===== src/rtl/dma_line_buffer_if.sv =====
// Bus bundle for dma_line_buffer: DMA read-beat port, start/length control
// and the line valid/ack handshake toward the CRC consumer.
interface dma_line_buffer_if #(
   parameter int WORDS  = 8,
   parameter int DATA_W = 32
);
   localparam int CW = $clog2(WORDS) + 1;

   logic                          start_i;
   logic [CW-1:0]                 len_i;
   logic                          rd_valid_i;
   logic [DATA_W-1:0]             rd_data_i;
   logic                          rd_error_i;
   logic                          rd_ready_o;
   logic [WORDS-1:0][DATA_W-1:0]  data_reg_o;
   logic                          line_valid_o;
   logic                          line_ack_i;
   logic [CW-1:0]                 words_o;
   logic                          busy_o;
   logic                          error_o;

   modport slave (
      input  start_i, len_i, rd_valid_i, rd_data_i, rd_error_i, line_ack_i,
      output rd_ready_o, data_reg_o, line_valid_o, words_o, busy_o, error_o
   );

   modport master (
      output start_i, len_i, rd_valid_i, rd_data_i, rd_error_i, line_ack_i,
      input  rd_ready_o, data_reg_o, line_valid_o, words_o, busy_o, error_o
   );
endinterface


===== src/rtl/dma_line_buffer.sv =====
// Collects DMA read beats into a WORDS x DATA_W line and hands it to the CRC stage.
// Optional macro DMA_LINE_BUF_BYTE_SWAP_EN byte-reverses each word before storage.
module dma_line_buffer #(
   parameter int WORDS  = 8,
   parameter int DATA_W = 32
) (
   input  logic               clk_i,
   input  logic               reset_n_i,
   dma_line_buffer_if.slave   bus,
   output logic [1:0]         state_o
);
   localparam int CW = $clog2(WORDS) + 1;
   localparam int IW = $clog2(WORDS);

   typedef enum logic [1:0] {IDLE, FILL, HOLD} state_e;

   state_e                        state_q, state_d;
   logic [CW-1:0]                 len_q, len_d;
   logic [CW-1:0]                 words_q, words_d;
   logic [WORDS-1:0][DATA_W-1:0]  data_q, data_d;
   logic                          rd_ready_q, rd_ready_d;
   logic                          line_valid_q, line_valid_d;
   logic                          busy_q, busy_d;
   logic                          error_q, error_d;

   logic [CW-1:0]                 eff_len;
   logic [CW-1:0]                 words_inc;
   logic [DATA_W-1:0]             store_word;
   logic                          beat_fire;

`ifdef DMA_LINE_BUF_BYTE_SWAP_EN
   function automatic logic [DATA_W-1:0] byte_swap(input logic [DATA_W-1:0] w);
      logic [DATA_W-1:0] r;
      r = '0;
      for (int b = 0; b < DATA_W / 8; b++) begin
         r[8*b +: 8] = w[DATA_W-8-8*b +: 8];
      end
      return r;
   endfunction

   assign store_word = byte_swap(bus.rd_data_i);
`else
   assign store_word = bus.rd_data_i;
`endif

   // Handshake: a beat transfers on a rising edge where rd_valid_i && rd_ready_o;
   // the line transfers on the edge where line_valid_o && line_ack_i.
   assign beat_fire = bus.rd_valid_i && rd_ready_q;
   assign eff_len   = ((bus.len_i == '0) || (bus.len_i > CW'(WORDS))) ? CW'(WORDS) : bus.len_i;
   assign words_inc = words_q + CW'(1);

   always_comb begin
      state_d = state_q;
      len_d   = len_q;
      words_d = words_q;
      data_d  = data_q;
      error_d = 1'b0;
      case (state_q)
         IDLE: begin
            if (bus.start_i) begin
               state_d = FILL;
               len_d   = eff_len;
               words_d = '0;
               data_d  = '0;
            end
         end
         FILL: begin
            if (beat_fire) begin
               // An errored beat aborts the fill without touching the line.
               if (bus.rd_error_i) begin
                  state_d = IDLE;
                  error_d = 1'b1;
               end else begin
                  data_d[words_q[IW-1:0]] = store_word;
                  words_d = words_inc;
                  if (words_inc == len_q) state_d = HOLD;
               end
            end
         end
         HOLD: begin
            if (bus.line_ack_i) state_d = IDLE;
         end
         default: state_d = IDLE;
      endcase
      rd_ready_d   = (state_d == FILL);
      line_valid_d = (state_d == HOLD);
      busy_d       = (state_d != IDLE);
   end

   always_ff @(posedge clk_i or negedge reset_n_i) begin
      if (!reset_n_i) begin
         state_q      <= IDLE;
         len_q        <= '0;
         words_q      <= '0;
         data_q       <= '0;
         rd_ready_q   <= 1'b0;
         line_valid_q <= 1'b0;
         busy_q       <= 1'b0;
         error_q      <= 1'b0;
      end else begin
         state_q      <= state_d;
         len_q        <= len_d;
         words_q      <= words_d;
         data_q       <= data_d;
         rd_ready_q   <= rd_ready_d;
         line_valid_q <= line_valid_d;
         busy_q       <= busy_d;
         error_q      <= error_d;
      end
   end

   assign bus.rd_ready_o   = rd_ready_q;
   assign bus.line_valid_o = line_valid_q;
   assign bus.busy_o       = busy_q;
   assign bus.error_o      = error_q;
   assign bus.words_o      = words_q;
   assign bus.data_reg_o   = data_q;
   assign state_o          = state_q;
endmodule


===== src/flat_wrapper.sv =====
// flat-port wrapper written by rule: the top's interface ports become plain ports
module dma_line_buffer_flat 
#(
   parameter int WORDS  = 8,
   parameter int DATA_W = 32
)
  (clk_i, reset_n_i, state_o, bus_start_i, bus_len_i, bus_rd_valid_i, bus_rd_data_i, bus_rd_error_i, bus_line_ack_i, bus_rd_ready_o, bus_data_reg_o, bus_line_valid_o, bus_words_o, bus_busy_o, bus_error_o);
  dma_line_buffer_if #(.WORDS(WORDS), .DATA_W(DATA_W)) bus_i ();
  input  logic clk_i;
  input  logic reset_n_i;
  output logic [1:0] state_o;
  input wire logic [$bits(bus_i.start_i)-1:0] bus_start_i;
  input wire logic [$bits(bus_i.len_i)-1:0] bus_len_i;
  input wire logic [$bits(bus_i.rd_valid_i)-1:0] bus_rd_valid_i;
  input wire logic [$bits(bus_i.rd_data_i)-1:0] bus_rd_data_i;
  input wire logic [$bits(bus_i.rd_error_i)-1:0] bus_rd_error_i;
  input wire logic [$bits(bus_i.line_ack_i)-1:0] bus_line_ack_i;
  output wire logic [$bits(bus_i.rd_ready_o)-1:0] bus_rd_ready_o;
  output wire logic [$bits(bus_i.data_reg_o)-1:0] bus_data_reg_o;
  output wire logic [$bits(bus_i.line_valid_o)-1:0] bus_line_valid_o;
  output wire logic [$bits(bus_i.words_o)-1:0] bus_words_o;
  output wire logic [$bits(bus_i.busy_o)-1:0] bus_busy_o;
  output wire logic [$bits(bus_i.error_o)-1:0] bus_error_o;
  assign bus_i.start_i = bus_start_i;
  assign bus_i.len_i = bus_len_i;
  assign bus_i.rd_valid_i = bus_rd_valid_i;
  assign bus_i.rd_data_i = bus_rd_data_i;
  assign bus_i.rd_error_i = bus_rd_error_i;
  assign bus_i.line_ack_i = bus_line_ack_i;
  assign bus_rd_ready_o = bus_i.rd_ready_o;
  assign bus_data_reg_o = bus_i.data_reg_o;
  assign bus_line_valid_o = bus_i.line_valid_o;
  assign bus_words_o = bus_i.words_o;
  assign bus_busy_o = bus_i.busy_o;
  assign bus_error_o = bus_i.error_o;
  dma_line_buffer #(.WORDS(WORDS), .DATA_W(DATA_W)) u_core (.clk_i(clk_i), .reset_n_i(reset_n_i), .bus(bus_i), .state_o(state_o));
endmodule

===== config.mk =====
export PLATFORM = sky130hd
export DESIGN_NAME = dma_line_buffer_flat
export DESIGN_NICKNAME = d
export VERILOG_FILES = /design/src/rtl/dma_line_buffer_if.sv /design/src/rtl/dma_line_buffer.sv /design/src/flat_wrapper.sv
export SDC_FILE = /design/constraint.sdc
export NUM_CORES = 1
export LEC_CHECK = 0
export BUFFER_PORTS_ARGS = -buffer_cell sky130_fd_sc_hd__buf_2
export CAP_MARGIN = 20
export CORE_MARGIN = 2
export CORE_UTILIZATION = 46
export CTS_CLUSTER_DIAMETER = 60
export DETAILED_ROUTE_END_ITERATION = 10
export GPL_TIMING_DRIVEN = 0
export HOLD_SLACK_MARGIN = 0.05
export PLACE_DENSITY = 0.76
export SETUP_SLACK_MARGIN = 0.05
export SYNTH_ARGS = -nofsm -noshare
export SYNTH_HDL_FRONTEND = slang
export SYNTH_SLANG_ARGS = --single-unit

===== constraint.sdc =====
create_clock -name clk_i -period 1.65 [get_ports clk_i]
set_input_delay 0.0825 -clock clk_i [delete_from_list [all_inputs] [get_ports clk_i]]
set_output_delay 0.0825 -clock clk_i [all_outputs]
set_load 0.03 [all_outputs]

Yosys cells after proc, flatten, opt, wreduce, memory -nomap -nowiden
Cells that the tools add are included.

word-level totals
  flip-flop bits (word level) = 270
  input bits = 42
  output and inout port bits = 266
  word-level logic and storage cells = 57

cells by class
  $add $sub $neg = 1
  order comparisons = 3
  equal/unequal tests = 8
  multiplexer cells = 21
  reductions and logical operators = 9

operators by type and width
  kind                                                                                 number
  256-bit 2-to-1 mux                                                                   3
  256-bit case mux with 2 select lines                                                 1
  256-bit bitwise mux                                                                  1
  32-bit demux with 3-bit select                                                       1
  32-bit 2-to-1 mux                                                                    1
  4-bit 2-to-1 mux                                                                     4
  2-bit 2-to-1 mux                                                                     5
  4-bit case mux with 2 select lines                                                   1
  2-bit case mux with 3 select lines                                                   1
  4-bit by 1-bit adder with 4-bit output, second input constant                        1
  2-bit by 1-bit equality test with 1-bit output, second input constant                2
  2-bit equality test, second input constant                                           2
  4-bit equality test                                                                  1
  4-bit > comparator, second input constant                                            1
  4-bit zero test                                                                      1
  3-bit by 4-bit less-than comparator with 1-bit output, second input constant         1
  2-bit inequality test, second input constant                                         2
  4-bit AND reduction                                                                  1
  2-bit nonzero test                                                                   2
  3-bit by 1-bit greater-or-equal comparator with 1-bit output, second input constant  1
  1-bit 2-to-1 mux                                                                     3
  1-bit logical AND                                                                    2
  2-bit zero test                                                                      1
  2-bit by 1-bit inequality test with 1-bit output, second input constant              1
  other kinds (2)                                                                      2

Longest topological paths before layout
  word-level depth = 8
  mapped depth = 6
  mapped depth without buffers = 5

Worst setup path after synthesis
Ideal clock, no wire load.

  path kind = register -> register
  start point = register u_core.words_q[0], in the netlist u_core.bus.words_o[0]
  end point = register u_core.data_q, in the netlist u_core.bus.data_reg_o[54]
  setup time = 0.132 ns
  arrival = 1.697 ns
  data required time = 1.518 ns
  slack = -0.178 ns
  cell stages (with the launch flop) = 7
  path buffers = 3
  clock period less this slack = 1.828 ns
  path through = dfrtp_1 > buf_4 > or3b_1 > clkbuf_1 > a21o_1 > buf_2 > o2bb2ai_1

on the way
  word-level cells in the longest chain between the ends = 8
  elaborated cells between the ends (all ways) = 9
  those cells by class = order compare (2); mux (6); reduce/logical (1)

RTL lines
  what                                                                                                                                                                RTL line                source
  start, declared                                                                                                                                                     dma_line_buffer.sv:19   logic [CW-1:0] words_q, words_d;
  start signal, assigned                                                                                                                                              dma_line_buffer.sv:103  words_q <= words_d;
  3-bit by 4-bit less-than comparator with 1-bit output (implied by the code) / 3-bit by 1-bit greater-or-equal comparator with 1-bit output (equally long branches)  dma_line_buffer.sv:74   data_d[words_q[IW-1:0]] = store_word;
  1-bit logical AND (implied by the code)                                                                                                                             dma_line_buffer.sv:74
  32-bit 2-to-1 mux (implied by the code)                                                                                                                             dma_line_buffer.sv:74
  32-bit demux with 3-bit select *                                                                                                                                    -
  256-bit bitwise mux *                                                                                                                                               dma_line_buffer.sv:74
  256-bit 2-to-1 mux *                                                                                                                                                dma_line_buffer.sv:70   if (bus.rd_error_i) begin
  256-bit 2-to-1 mux *                                                                                                                                                dma_line_buffer.sv:68   if (beat_fire) begin
  256-bit case mux with 2 select lines *                                                                                                                              dma_line_buffer.sv:58   case (state_q)
  end signal, assigned                                                                                                                                                dma_line_buffer.sv:104  data_q <= data_d;
  end, declared                                                                                                                                                       dma_line_buffer.sv:20   logic [WORDS-1:0][DATA_W-1:0] data_q, data_d;

Mark *: on every way between the ends. The rest lies on a longest branch, timed or not. The select of a mux whose other input is x is not followed.
A chain may end at the register's enable or synchronous reset.

Worst setup path in the final report
  start point = register u_core.words_q[1], in the netlist u_core.bus.words_o[1]
  end point = register u_core.data_q, in the netlist u_core.bus.data_reg_o[9]

The elaborated chain is that of the path after synthesis.

==> run_results.csv <==
group,metric,value,unit
run_status,run_status,"finished, violations left",
run_status,violations,"setup timing",
layout,drive_gt1_share,64.9,%
floorplan,die_width,151,um
synthesis,synth-edff-count,0,
synthesis,netlist-cell-type-count,30,
layout,syn2layout_area_growth,70.2,%
synthesis,post_synthesis_area_per_instance,14.6,um2
sta,fin_setup_tns,-15520,ps
synthesis,ys_dominant_reg_cell,"sky130_fd_sc_hd__dfrtp_1",
grt,globalRoute.totalOverflow,0,
synthesis,ys_async_sr_fraction,100,%
synthesis,synth_sequential_area_ratio,68.1,%
job,drv.max_cap_violation_count,0,
drt,via_per_inst,5.97,
floorplan,pin_count,308,
placed_design,place_hpwl,21200,um
synthesis,ys.warnings.count,0,
cts,cts_max_path_buffers,3,
drt,route.detailed.drc,0,
sta,tightestPinTransition,664,ps
drt,num_vias,8527,
synthesis,syn-num-nets,725,
floorplan,floorplan.die_area,22800,um2
cts,cts_tree,"done",
sta,finalCriticalPeriod,1790,ps
cts,insertion_delay,530,ps
drt,drt.antenna.violating_nets,0,
sta,timing.final.setup_violations,189,
layout,nets,1177,
sta,timing.final.crit_share,108,%
critical_path,crit_type,"reg2reg",
sta,hold_viol,0,
floorplan,dieHeight,151,um
cts,cts.reportedPaths.clkPinSlew,70,ps
drt,wl_per_cell,27.5,um
drt,detail_route.first_pass.iterations,5,
grt,maximum_number_of_pins_on_one_net_before_global_route_repair,119,
sta,setup_ws,-138,ps
sta,hold_slack,60.0,ps
critical_path,timing.critical_path.from_type,"register",
cts,clkSinkCount,270,
critical_path,cp_max_fo,10,
placed_design,port_buffers,307,
sta,unrepaired_setup_endpoints_after_global_routing,"true",
floorplan,core_area,21100,um2
critical_path,worstPathArrival,2180,ps
hold_path,hold_path_class,"in2async",
grt,antenna_violations_before_repair,0,
sta,max_freq,559,MHz
drt,postRouteWirelength,39300,um
layout,fin_util,80.1,%
cts,cts_inserted_buffers,27,
synthesis,netlist_instances,682,
power,power_per_cell_area,1540,nW/um2
grt,grtUsageTotal,29.6,%
grt,grt_first_pass_wirelength,51100,um
floorplan,num_rows,53,
sta,timing.final.max_slew_violations,0,
floorplan,initial_util,47.1,%
grt,grt_pass1_vias,8424,
critical_path,worst-endpoint-required,2040,ps
placed_design,finalWeightedCongestion,0.786,
layout,antenna_cells,0,
drt,drt_first_iter_violations,425,
sta,finClkSkew,9.62,ps
power,vdd.ir_drop.worst,0.957,mV
cts,cts.htree.levels,1,
power,cellLeakagePower,8.07,nW
cts,clk_root_buffer_cell,"sky130_fd_sc_hd__clkbuf_16",
sta,tightest_slew_margin_relative_to_the_limit,55.8,%
synthesis,netlist_area,9930,um2
synthesis,ys_seq_elements,270,
critical_path,timing.critical_path.to_type,"register",
-- final timing paths --
path / from / end / slack [ps] / depth (start not counted)
min in group clk_i: bus_len_i[3] / u_core.len_q[3]$_DFFE_PN0P_ / 420 / 4
max in group asynchronous: reset_n_i / u_core.bus.data_reg_o[178]$_DFFE_PN0P_ / 630 / 3
setup / recovery: u_core.bus.words_o[1]$_DFFE_PN0P_ / u_core.bus.data_reg_o[9]$_DFFE_PN0P_ / -140 / 6
setup reg to reg: u_core.bus.words_o[1]$_DFFE_PN0P_ / u_core.bus.data_reg_o[9]$_DFFE_PN0P_ / -140 / 6
hold reg to reg: u_core.bus.data_reg_o[79]$_DFFE_PN0P_ / u_core.bus.data_reg_o[79]$_DFFE_PN0P_ / 490 / 1
hold / removal: reset_n_i / u_core.bus.data_reg_o[250]$_DFFE_PN0P_ / 60 / 2
-- power by group --
part | switching [W] | internal [W]
Clock | 0.00270 | 0.00407
Combinational | 0.00645 | 0.00448
Sequential | 0.000790 | 0.00752
Total | 0.00994 | 0.0161
-- area by class of cell --
class                   count  area (um2)
multi-input cells         352        5000
clock buffers              38         817
well taps                 275         344
plain buffers              55         691
flip-flops and latches    270        6760
repair buffers            428        3120
fillers                  1090        4190
clock inverters            11         163
-- stage by stage --
stage               total power [W]  setup WS, ps  area [um2]  std cells
finish                       0.0260          -138       16900       1429
global route                 0.0267          -190       16900       1429
global placement             0.0148         -4770       11900       1264
detailed placement           0.0149          -688       12000       1266
floorplan                    0.0125         -94.3       10100        682
CTS                          0.0238          -120       14800       1411
-- registers in the layout, summed over array words and instances (netlist names) --
| register | cells |
|---|---|
| u_core.bus.busy_o | 1 |
| u_core.bus.data_reg_o | 256 |
| u_core.bus.error_o | 1 |
| u_core.bus.line_valid_o | 1 |
| u_core.bus.rd_ready_o | 1 |
| u_core.bus.words_o | 4 |
| u_core.len_q | 4 |
| u_core.state_o | 2 |
-- synthesized netlist by cell type, types with 3 or more instances --
| library cell | instances | area [um2] |
|---|---|---|
| sky130_fd_sc_hd__nand2_2 | 20 | 125 |
| sky130_fd_sc_hd__xnor2_1 | 4 | 35.0 |
| sky130_fd_sc_hd__nand2b_1 | 5 | 31.3 |
| sky130_fd_sc_hd__o21ai_0 | 10 | 50.1 |
| sky130_fd_sc_hd__dfrtp_1 | 270 | 6760 |
| sky130_fd_sc_hd__a21o_1 | 9 | 67.6 |
| sky130_fd_sc_hd__buf_2 | 21 | 105 |
| sky130_fd_sc_hd__buf_6 | 3 | 33.8 |
| sky130_fd_sc_hd__nand2_4 | 6 | 67.6 |
| sky130_fd_sc_hd__buf_4 | 4 | 30.0 |
| sky130_fd_sc_hd__clkbuf_1 | 32 | 120 |
| sky130_fd_sc_hd__nand2_1 | 13 | 48.8 |
| sky130_fd_sc_hd__o2bb2ai_1 | 256 | 2240 |
| sky130_fd_sc_hd__nor2_1 | 4 | 15.0 |
| sky130_fd_sc_hd__nand3b_1 | 4 | 30.0 |
| sky130_fd_sc_hd__nand3_1 | 3 | 15.0 |
-- kinds of logic (layout without fill, tap and decap cells) --
| logic type | after synthesis | count (layout) | share of synthesized area [%] |
|---|---|---|---|
| XOR/XNOR | 6 | 6 | 0.529 |
| buffers and inverters | 60 | 532 | 2.91 |
| flip-flops | 270 | 270 | 68.1 |
| AND/OR/NAND/NOR | 66 | 66 | 4.22 |
| multiplexers | 1 | 1 | 0.113 |
| adder cells (fa/ha/maj) | 1 | 1 | 0.126 |
| AO/OA/AOI/OAI | 278 | 278 | 24.0 |
-- worst max-delay path, stage by stage, from the launching register on --
cell and delay, ps:
sky130_fd_sc_hd__dfrtp_2 440, sky130_fd_sc_hd__buf_6 150, sky130_fd_sc_hd__or3_4 370, sky130_fd_sc_hd__buf_8 140
sky130_fd_sc_hd__a21o_4 240, sky130_fd_sc_hd__buf_12 160, sky130_fd_sc_hd__o2bb2ai_1 140
-- metal layers --
metal | track usage [%] | up-vias | share of wire, %
met1 | 40.0 | 4407 | 39
met3 | 6.42 | 113 | 7.7
met2 | 48.6 | 472 | 50
met4 | 8.55 | 0 | 3.6
li1 | - | 3535 | -
met5 | 0 | - | 0
-- cell usage in the layout (no fill, tap or decap), types with 3 or more instances in the layout --
cell type                       netlist  layout
sky130_fd_sc_hd__clkbuf_8             0      11
sky130_fd_sc_hd__buf_8                0      20
sky130_fd_sc_hd__dfrtp_1            270     265
sky130_fd_sc_hd__nand2_2             20       6
sky130_fd_sc_hd__buf_16               0       7
sky130_fd_sc_hd__dlygate4sd3_1        0      45
sky130_fd_sc_hd__nand2_1             13       6
sky130_fd_sc_hd__buf_12               0      19
sky130_fd_sc_hd__buf_2               21     311
sky130_fd_sc_hd__dfrtp_2              0       5
sky130_fd_sc_hd__clkbuf_16            0      40
sky130_fd_sc_hd__clkbuf_2             0       7
sky130_fd_sc_hd__a21o_4               0       8
sky130_fd_sc_hd__nand3b_1             4       4
sky130_fd_sc_hd__clkbuf_4             0       4
sky130_fd_sc_hd__bufinv_16            0       4
sky130_fd_sc_hd__nand2b_1             5       4
sky130_fd_sc_hd__o2bb2ai_1          256      55
sky130_fd_sc_hd__nor2_1               4       3
sky130_fd_sc_hd__o21ai_0             10       8
sky130_fd_sc_hd__xnor2_2              0       3
sky130_fd_sc_hd__o2bb2ai_2            0     156
sky130_fd_sc_hd__nand2_4              6      24
sky130_fd_sc_hd__clkinv_2             0       5
sky130_fd_sc_hd__o2bb2ai_4            0      45
sky130_fd_sc_hd__buf_6                3      22
sky130_fd_sc_hd__nand2_8              0       3
sky130_fd_sc_hd__buf_4                4      32
-- repair_timing --
action,CTS,global route
resized for setup,174,303
setup endpoints to repair,264,266
buffers inserted,44,12
endpoints found under the hold margin,501,11
hold buffers,43,2
pin swaps,19,43
gates cloned,9,12
(Power assumes the default switching activity.)
